<file path="config.mk">
export PLATFORM = sky130hd
export DESIGN_NAME = iir_mac_filter
export DESIGN_NICKNAME = d
export VERILOG_FILES = /design/src/rtl/iir_mac_filter.sv
export SDC_FILE = /design/constraint.sdc
export NUM_CORES = 1
export LEC_CHECK = 0
export CORE_UTILIZATION = 40
export DETAILED_ROUTE_END_ITERATION = 6
export RECOVER_POWER = 100
export SLEW_MARGIN = 20
export SYNTH_ARGS = -nofsm -noshare
export SYNTH_HDL_FRONTEND = slang
export SYNTH_SLANG_ARGS = --single-unit
</file>
<file path="constraint.sdc">
create_clock -name clock -period 14.35 [get_ports clock]
set_input_delay 2.87 -clock clock [delete_from_list [all_inputs] [get_ports clock]]
set_output_delay 2.87 -clock clock [all_outputs]
set_load 0.05 [all_outputs]
</file>
<file path="src/rtl/iir_mac_filter.sv">
// ---------------------------------------------------------------------------
// iir_mac_filter
//
// Direct-form-I IIR filter with independent feed-forward (X_TAPS) and
// feedback (Y_TAPS) orders, built around one multiplier per path that is
// time-multiplexed over the taps. It pops samples from a show-ahead FIFO,
// keeps every input in the x history, and after DECIMATION inputs computes
//   y[n] = sum_k (X_COEFF[k]*x[n-k] >>> FRAC_BITS)
//        + sum_{k>=1} (Y_COEFF[k]*y[n-k] >>> FRAC_BITS)
// over max(X_TAPS,Y_TAPS) MAC cycles. The result is then pushed into the
// downstream FIFO.
//
// Optional feature (compile-time macro IIR_MAC_SATURATE_EN):
//   defined   - the accumulator is clamped to the DATA_WIDTH signed range
//   undefined - the low DATA_WIDTH accumulator bits are used (wrap-around)
//
// Ports:
//   clock      single clock
//   reset      synchronous, active-high; has priority over every input
//   in_dout    input FIFO head, valid while in_empty = 0
//   in_empty   input FIFO empty
//   in_rd_en   pop the input FIFO this cycle
//   out_din    output sample (0 whenever out_wr_en = 0)
//   out_wr_en  push out_din this cycle
//   out_full   output FIFO full
// ---------------------------------------------------------------------------
module iir_mac_filter #(
  parameter int DATA_WIDTH = 32,
  parameter int FRAC_BITS  = 10,
  parameter int X_TAPS     = 2,
  parameter int Y_TAPS     = 2,
  parameter logic [0:X_TAPS-1][DATA_WIDTH-1:0] X_COEFF =
    {DATA_WIDTH'(178), DATA_WIDTH'(178)},
  parameter logic [0:Y_TAPS-1][DATA_WIDTH-1:0] Y_COEFF =
    {DATA_WIDTH'(0), DATA_WIDTH'(-666)},
  parameter int DECIMATION = 1
) (
  input  logic                  clock,
  input  logic                  reset,
  input  logic [DATA_WIDTH-1:0] in_dout,
  input  logic                  in_empty,
  output logic                  in_rd_en,
  output logic [DATA_WIDTH-1:0] out_din,
  output logic                  out_wr_en,
  input  logic                  out_full
);

  localparam int ACC_WIDTH  = DATA_WIDTH + 8;
  localparam int PROD_WIDTH = 2 * DATA_WIDTH;
  localparam int M_TAPS     = (X_TAPS > Y_TAPS) ? X_TAPS : Y_TAPS;
  localparam int TAP_W      = (M_TAPS > 1) ? $clog2(M_TAPS) : 1;
  localparam int DEC_W      = (DECIMATION > 1) ? $clog2(DECIMATION) : 1;

  typedef enum logic [1:0] {
    ST_READ,
    ST_MAC,
    ST_WRITE
  } state_t;

  state_t state, state_next;

  logic [DEC_W-1:0]             dec_cnt;
  logic [TAP_W-1:0]             tap_idx;
  logic signed [ACC_WIDTH-1:0]  acc;
  logic signed [DATA_WIDTH-1:0] x_hist [X_TAPS];
  logic signed [DATA_WIDTH-1:0] y_hist [Y_TAPS];

  logic dec_last;
  logic tap_last;

  assign dec_last = (dec_cnt == DEC_W'(DECIMATION - 1));
  assign tap_last = (tap_idx == TAP_W'(M_TAPS - 1));

  // -------------------------------------------------------------------------
  // Tap selection. Indices beyond a path's order select a zero coefficient,
  // so that path contributes nothing. The feedback path starts at t = 1 and
  // reads y_hist[t-1], which holds y[n-t] while y[n] is being computed.
  // -------------------------------------------------------------------------
  logic signed [DATA_WIDTH-1:0] x_coef, x_samp, y_coef, y_samp;
  logic signed [PROD_WIDTH-1:0] x_prod, y_prod;
  logic signed [ACC_WIDTH-1:0]  x_term, y_term;

  // NOTE: every variable gets a default before the loops; without it the
  // "no tap matches" path would hold the old value and infer a latch.
  always_comb begin
    x_coef = '0;
    x_samp = '0;
    y_coef = '0;
    y_samp = '0;
    for (int k = 0; k < X_TAPS; k++) begin
      if (tap_idx == TAP_W'(k)) begin
        x_coef = X_COEFF[k];
        x_samp = x_hist[k];
      end
    end
    for (int k = 1; k < Y_TAPS; k++) begin
      if (tap_idx == TAP_W'(k)) begin
        y_coef = Y_COEFF[k];
        y_samp = y_hist[k-1];
      end
    end
  end

  // Full-width signed products, arithmetic shift, then truncation to the
  // accumulator width.
  assign x_prod = PROD_WIDTH'(x_coef) * PROD_WIDTH'(x_samp);
  assign y_prod = PROD_WIDTH'(y_coef) * PROD_WIDTH'(y_samp);
  assign x_term = ACC_WIDTH'(x_prod >>> FRAC_BITS);
  assign y_term = ACC_WIDTH'(y_prod >>> FRAC_BITS);

  // -------------------------------------------------------------------------
  // Accumulator reduction to the output width.
  // -------------------------------------------------------------------------
  logic [DATA_WIDTH-1:0] result;

`ifdef IIR_MAC_SATURATE_EN
  localparam logic [DATA_WIDTH-1:0] SAT_MAX = {1'b0, {(DATA_WIDTH-1){1'b1}}};
  localparam logic [DATA_WIDTH-1:0] SAT_MIN = {1'b1, {(DATA_WIDTH-1){1'b0}}};

  logic [ACC_WIDTH-DATA_WIDTH:0] acc_hi;
  logic                          acc_fits;

  // The value fits when every bit from the output sign bit upward agrees.
  assign acc_hi   = acc[ACC_WIDTH-1:DATA_WIDTH-1];
  assign acc_fits = (&acc_hi) | ~(|acc_hi);
  assign result   = acc_fits ? acc[DATA_WIDTH-1:0]
                             : (acc[ACC_WIDTH-1] ? SAT_MIN : SAT_MAX);
`else
  assign result = DATA_WIDTH'(acc);
`endif

  // -------------------------------------------------------------------------
  // FSM: state register
  // -------------------------------------------------------------------------
  // NOTE: clocked state uses non-blocking assignments so every flop samples
  // the pre-edge values regardless of statement order.
  always_ff @(posedge clock) begin
    if (reset) state <= ST_READ;
    else       state <= state_next;
  end

  // -------------------------------------------------------------------------
  // FSM: next state and FIFO handshakes. Reset forces both strobes low so a
  // sample is never popped or pushed in a cycle whose effects are discarded.
  // -------------------------------------------------------------------------
  always_comb begin
    state_next = state;
    in_rd_en   = 1'b0;
    out_wr_en  = 1'b0;
    out_din    = '0;
    if (!reset) begin
      unique case (state)
        ST_READ: begin
          if (!in_empty) begin
            in_rd_en = 1'b1;
            if (dec_last) state_next = ST_MAC;
          end
        end
        ST_MAC: begin
          if (tap_last) state_next = ST_WRITE;
        end
        ST_WRITE: begin
          if (!out_full) begin
            out_wr_en  = 1'b1;
            out_din    = result;
            state_next = ST_READ;
          end
        end
        default: state_next = ST_READ;
      endcase
    end
  end

  // -------------------------------------------------------------------------
  // Datapath: histories, decimation counter, tap index, accumulator.
  // -------------------------------------------------------------------------
  // NOTE: the history arrays are reset explicitly because a restarted filter
  // must compute its next output from zeroed history, not stale samples.
  always_ff @(posedge clock) begin
    if (reset) begin
      dec_cnt <= '0;
      tap_idx <= '0;
      acc     <= '0;
      for (int k = 0; k < X_TAPS; k++) x_hist[k] <= '0;
      for (int k = 0; k < Y_TAPS; k++) y_hist[k] <= '0;
    end else begin
      unique case (state)
        ST_READ: begin
          if (!in_empty) begin
            // Every popped sample enters the x history; only the last of a
            // decimation group starts a computation.
            x_hist[0] <= in_dout;
            for (int k = 1; k < X_TAPS; k++) x_hist[k] <= x_hist[k-1];
            if (dec_last) begin
              dec_cnt <= '0;
              tap_idx <= '0;
              acc     <= '0;
            end else begin
              dec_cnt <= dec_cnt + DEC_W'(1);
            end
          end
        end
        ST_MAC: begin
          acc     <= acc + x_term + y_term;
          tap_idx <= tap_last ? '0 : tap_idx + TAP_W'(1);
        end
        ST_WRITE: begin
          // While the output FIFO is full nothing moves.
          if (!out_full) begin
            y_hist[0] <= result;
            for (int k = 1; k < Y_TAPS; k++) y_hist[k] <= y_hist[k-1];
          end
        end
        default: ;
      endcase
    end
  end

endmodule

</file>
After elaboration in Yosys (flattened, before gate mapping)
Memory sizes are Yosys's and may differ from the RTL's.
Index checks and enable logic that the tools add are counted.
{ "op_classes": {"eq_ne": 6, "n_reduce_logical": 5, "mul": 2, "n_addsub": 4, "n_bitwise": 5, "mux": 33} }
{ "op_table": {"columns": ["operator", "n"], "rows": [
  ["$mux 32", 10],
  ["$mux 40", 2],
  ["$pmux 40 s2", 1],
  ["$mul 32x32->50", 1],
  ["$add 40x31->40", 1],
  ["$add 40x40->40", 1],
  ["$mul 8x32->40 const A", 1],
  ["$mux 1", 14],
  ["$mux 2", 4],
  ["$ne 2x2->1 const B", 4],
  ["$pmux 2 s3", 1],
  ["$or 1x1->1", 4],
  ["$reduce_and 4->1", 1],
  ["$reduce_and 3->1", 1],
  ["$add 1x1->1 const B", 2],
  ["$eq 2x1->1 const B", 1],
  ["$eq 2x2->1 const B", 1],
  ["$logic_not 2->1", 1],
  ["$pmux 1 s2", 1],
  ["$reduce_and 2->1", 1],
  ["$reduce_bool 2->1", 1],
  ["$not 1->1", 1]
]} }
{ "totals": {"ram_bits": 128, "ff_bits": 44, "out_inout_bits": 34, "memories": 2, "word_cells": 61} }
{ "memory_table": {"columns": ["memory", "words", "word_bits", "read_ports", "rd_clocked_by_memory_dff", "write_ports", "line_no", "source"], "rows": [
  ["x_hist", 2, 32, 2, 0, 2, "65", "logic signed [DATA_WIDTH-1:0] x_hist [X_TAPS];"],
  ["y_hist", 2, 32, 1, 0, 2, "66", "logic signed [DATA_WIDTH-1:0] y_hist [Y_TAPS];"]
]} }

Logic depth before layout (Yosys ltp)
An unclocked memory read counts as a cell.
{ "logic_depth": {"depth_word": 6, "mapped_depth": 43, "depth_no_buf": 40} }

Worst setup path before layout
Ideal clock, no wire load.
{ "synth_timing": {"path_type": "reg-to-reg", "from": "register tap_idx", "to": "register acc[30]", "t_arrival_ns": 9.792, "synth_period_minus_slack_ns": 9.908, "stages_incl_launch_ff": 38, "t_required_ns": 14.233, "setup_slack_ns": 4.442, "n_path_buf": 3, "path_cell_list": "dfxtp_1 buf_4 clkbuf_1 buf_1 and2_1 inv_1 fa_1 fa_1 fa_1 fa_1 inv_1 ha_1 xnor2_1 fa_1 fa_1 fa_1 ha_1 a21o_1 (+2 left out) nor2_1 o21ai_1 and2_2 a21o_2 a21oi_1 xor2_1 fa_1 inv_1 ha_1 nor2b_1 o21ai_0 nand2b_1 a21oi_1 nor2b_1 a311oi_1 o21ai_1 xor2_1 a22o_1"} }
{ "synth_between": {"elab_chain_cells": 5, "word_cells_on_any_way": 8, "cone_classes": "add/sub: 2; mul: 2; mux: 4"} }
{ "synth_rtl": {"columns": ["item", "line_no", "source"], "rows": [
  ["start: declaration", "63", "logic [TAP_W-1:0] tap_idx;"],
  ["start signal: assignment", "205", "tap_idx <= tap_last ? '0 : tap_idx + TAP_W'(1);"],
  ["$mux 32", "91", "if (tap_idx == TAP_W'(k)) begin"],
  ["$mul 8x32->40", "106", "assign x_prod = PROD_WIDTH'(x_coef) * PROD_WIDTH'(x_samp);"],
  ["$add 40x31->40", "204", "acc <= acc + x_term + y_term;"],
  ["$add 40x40->40 (*)", "204", null],
  ["$pmux 40 s2 (*)", "187", "unique case (state)"],
  ["end signal: assignment", "204", null],
  ["end: declaration", "64", "logic signed [ACC_WIDTH-1:0] acc;"]
]} }
Every way passes the cells marked *; elsewhere a longest branch is shown, timed or not.
A chain may end at the register's enable or synchronous reset.

Worst setup path after layout
Same ends and word-level chain as after synthesis.

==> flow_summary.toml <==
[setup_path]
worstPathMaxFanout = 47
cp_top_family = "adder cells"
arrival_ps = 12000
reg2reg_from = "tap_idx"
r2r_end = "acc[30]"
regToRegSetupSlack_ps = 2690
cp_common_cell = "fa_1"
cp.required_ps = 14690
cp-start-kind = "flop"
crit_type = "flop to flop"
cp-end-kind = "flop"
critical-path-max-stage-delay_ps = 1340
cpMaxStageDelayCell = "dfxtp_1"
crit_start = "tap_idx"
reg2reg_depth = 31
path_buf_inv = 2

[sta]
slew_viol_final = 315
fmax_mhz = 85.7
period_share_pct = 81.3
finalCriticalPeriod_ps = 11660
setup_viol_count_final = 0
clock_skew_ps = 9.89
relSlewSlack_pct = -119
tightest_slew_ps = 3280
rsz0062_at_grt = "false"
setup_tns_ps = 0
setup_ws_ps = 2690
hold_viol_final = 0

[drt]
wl_mm = 47.0
antenna_left = 0
drtIter0Drc = 595
drcViolationCount = 0
wl_per_cell_um = 16.5
viasPerCell = 4.95
via_count = 14100
dr.pass1.iters = 5

[logic_synthesis]
synth_ff_type = "edfxtp_1"
netlist_area_sq_um = 22100
yosys.area.top_type_share_pct = 32.1
ys_warn_count = 0
synth-edff-count = 96
ys_top_cells_by_area = "fa_1 (32%), ha_1 (20%), edfxtp_1 (13%)"
synth_top_area_cell = "fa_1"
syn_area_per_cell_sq_um = 10.6
yosysSeqAreaShare_pct = 16.2
ys_ff_latch = 131
ys_types = 73
synthArstFlopShare_pct = 0
syn_inst = 2087

[run_status]
status = "finished, violations left"
violations = "capacitance limit, slew limit"

[placed_design]
place_congestion = 0.895
dp_slack_ps = 3570
dp_hpwl_mm = 41.4
portBuffers = 69

[die]
die_area_sq_um = 56200
pin_count = 70
die_w_um = 237
initial_core_util_pct = 40.8
die_h_um = 237
core_sq_um = 54200
rows = 85

[cells_and_area]
nFillCells = 5093
area_delta_synth_final_pct = 8.85
diodes = 0
ff_latch_area_sq_um = 3580
multiInputGateArea_sq_um = 16900
final_nets = 2879
drive_above_1_share_pct = 3.95

[clocking]
cts_buffer_depth = 2
cts_num_sinks = 131
post_cts_buffers = 0
clock_latency_ps = 440
cts.hold.buffers_added = 0
cts.repair.resized = 0
clockRootBuffer = "clkbuf_16"
clkSlewWorstSetupHoldPaths_ps = 70
cts_max_level = 4
cts_tree = "done"
cts_buffers = 17

[global_routing]
gr-max-usage-layer = "met2"
grt_util_all_layers_pct = 18.0
grt_max_degree = 66
use_met2_pct = 28.8
grtUsageMet1_pct = 25.4
grt_pass1_wl_mm = 79.9
grt_pass1_vias = 15300
grt-ovfl-total = 0
antenna_found_initial = 1
grt_util_met3_pct = 1.77

[worst_hold_path]
holdPathStages = 1
holdPathEnd = "x_hist[0][57]"
worstHoldPathType = "flop to flop"
hp-start = "x_hist[0][25]"

[run]
drv_cap = 6
-- cells in the mapped netlist, types with 18 or more instances --
| library cell | count |
|---|---|
| a21o_1 | 42 |
| a21oi_1 | 84 |
| a22oi_1 | 23 |
| and2_1 | 152 |
| clkbuf_1 | 34 |
| dfxtp_1 | 35 |
| edfxtp_1 | 96 |
| fa_1 | 354 |
| ha_1 | 348 |
| inv_1 | 394 |
| mux2_2 | 29 |
| nand2_1 | 61 |
| nand3_1 | 18 |
| nor2_1 | 66 |
| nor3_1 | 18 |
| o21ai_0 | 23 |
| xnor2_1 | 82 |
| xor2_1 | 47 |
-- stage by stage --
| step | utilization, % | hold WS, ps | instances | area, sq um |
|---|---|---|---|---|
| finish | 44.4 | 550 | 2850 | 24100 |
| global placement | 43.4 | 514 | 2818 | 23500 |
| floorplan | - | 467 | 2089 | 22100 |
| global route | 44.4 | 562 | 2850 | 24100 |
| detailed placement | 43.4 | 540 | 2818 | 23500 |
| CTS | 44.4 | 555 | 2850 | 24100 |
-- cells by family after synthesis --
kind of cell | Yosys count | share of synthesized area (%)
other | 1 | 0.0170
and+or+nand+nor | 392 | 9.62
muxes | 34 | 1.70
DFF | 131 | 16.2
buffers and inverters | 436 | 7.56
xor gates and xnor gates | 130 | 5.18
AOI/OAI and AO/OA | 260 | 7.91
adders and majority gates | 703 | 51.8
-- sequential cells by signal, summed over array words and instances, names as in the netlist --
register and cells:
acc 32, state 2, y_hist 32, tap_idx 1, x_hist 64
-- worst max-delay path by stage --
| stage | endpoint | slack, ps | depth (start not counted) |
|---|---|---|---|
| after global placement | acc[30] | 3730 | 31 |
| after global routing | acc[30] | 1750 | 33 |
| after floorplan | acc[30] | 4440 | 37 |
| after CTS | acc[30] | 3500 | 33 |
| after detailed placement | acc[30] | 3570 | 33 |
| final | acc[30] | 2690 | 31 |
-- worst reg2reg max path, delay by kind of cell (launching register included) --
| family | cells | cell delay, ps |
|---|---|---|
| adders and majority gates | 11 | 6110 |
| buffers and inverters | 2 | 410 |
| DFF | 1 | 1340 |
| AOI/OAI and AO/OA | 9 | 1960 |
| xor gates and xnor gates | 2 | 320 |
| and+or+nand+nor | 7 | 1410 |
-- layout by cell type (no fill, tap or decap), types with 11 or more instances in the layout --
cell,Yosys,final
ha_1,348,348
edfxtp_1,96,96
and3_1,11,11
nor2b_1,13,13
xnor2_1,82,82
or2_2,11,11
o21ai_0,23,25
nand3_1,18,18
nand2_1,61,61
xor2_1,47,47
and2_0,0,54
mux2_2,29,29
a21oi_1,84,84
clkdlybuf4s50_1,0,34
dlygate4sd3_1,0,35
nor3_1,18,18
clkbuf_16,0,17
o21a_1,15,15
a21o_1,42,42
inv_1,394,394
dfxtp_1,35,35
fa_1,354,354
and2_1,152,99
a22oi_1,23,23
nor2_1,66,66
-- metal layers --
metal | vias up | routed length (um) | part of all wire (%)
met4 | 0 | 1300 | 2.8
met2 | 211 | 21400 | 46
met1 | 6897 | 22800 | 49
met3 | 63 | 1390 | 3.0
li1 | 6926 | - | -
met5 | - | 0 | 0
-- final cells by class --
type | count | area share, %
clock buffer | 18 | 1.78
multi-input combinational | 1522 | 70.0
tap | 696 | 3.62
sequential | 131 | 14.9
timing repair buffer | 75 | 3.00
inverter | 394 | 6.15
clock inverter | 14 | 0.536
Power is left out: the tool's default activity adds up to more than one toggle a clock period on the data nets, which glitch-free logic cannot reach.
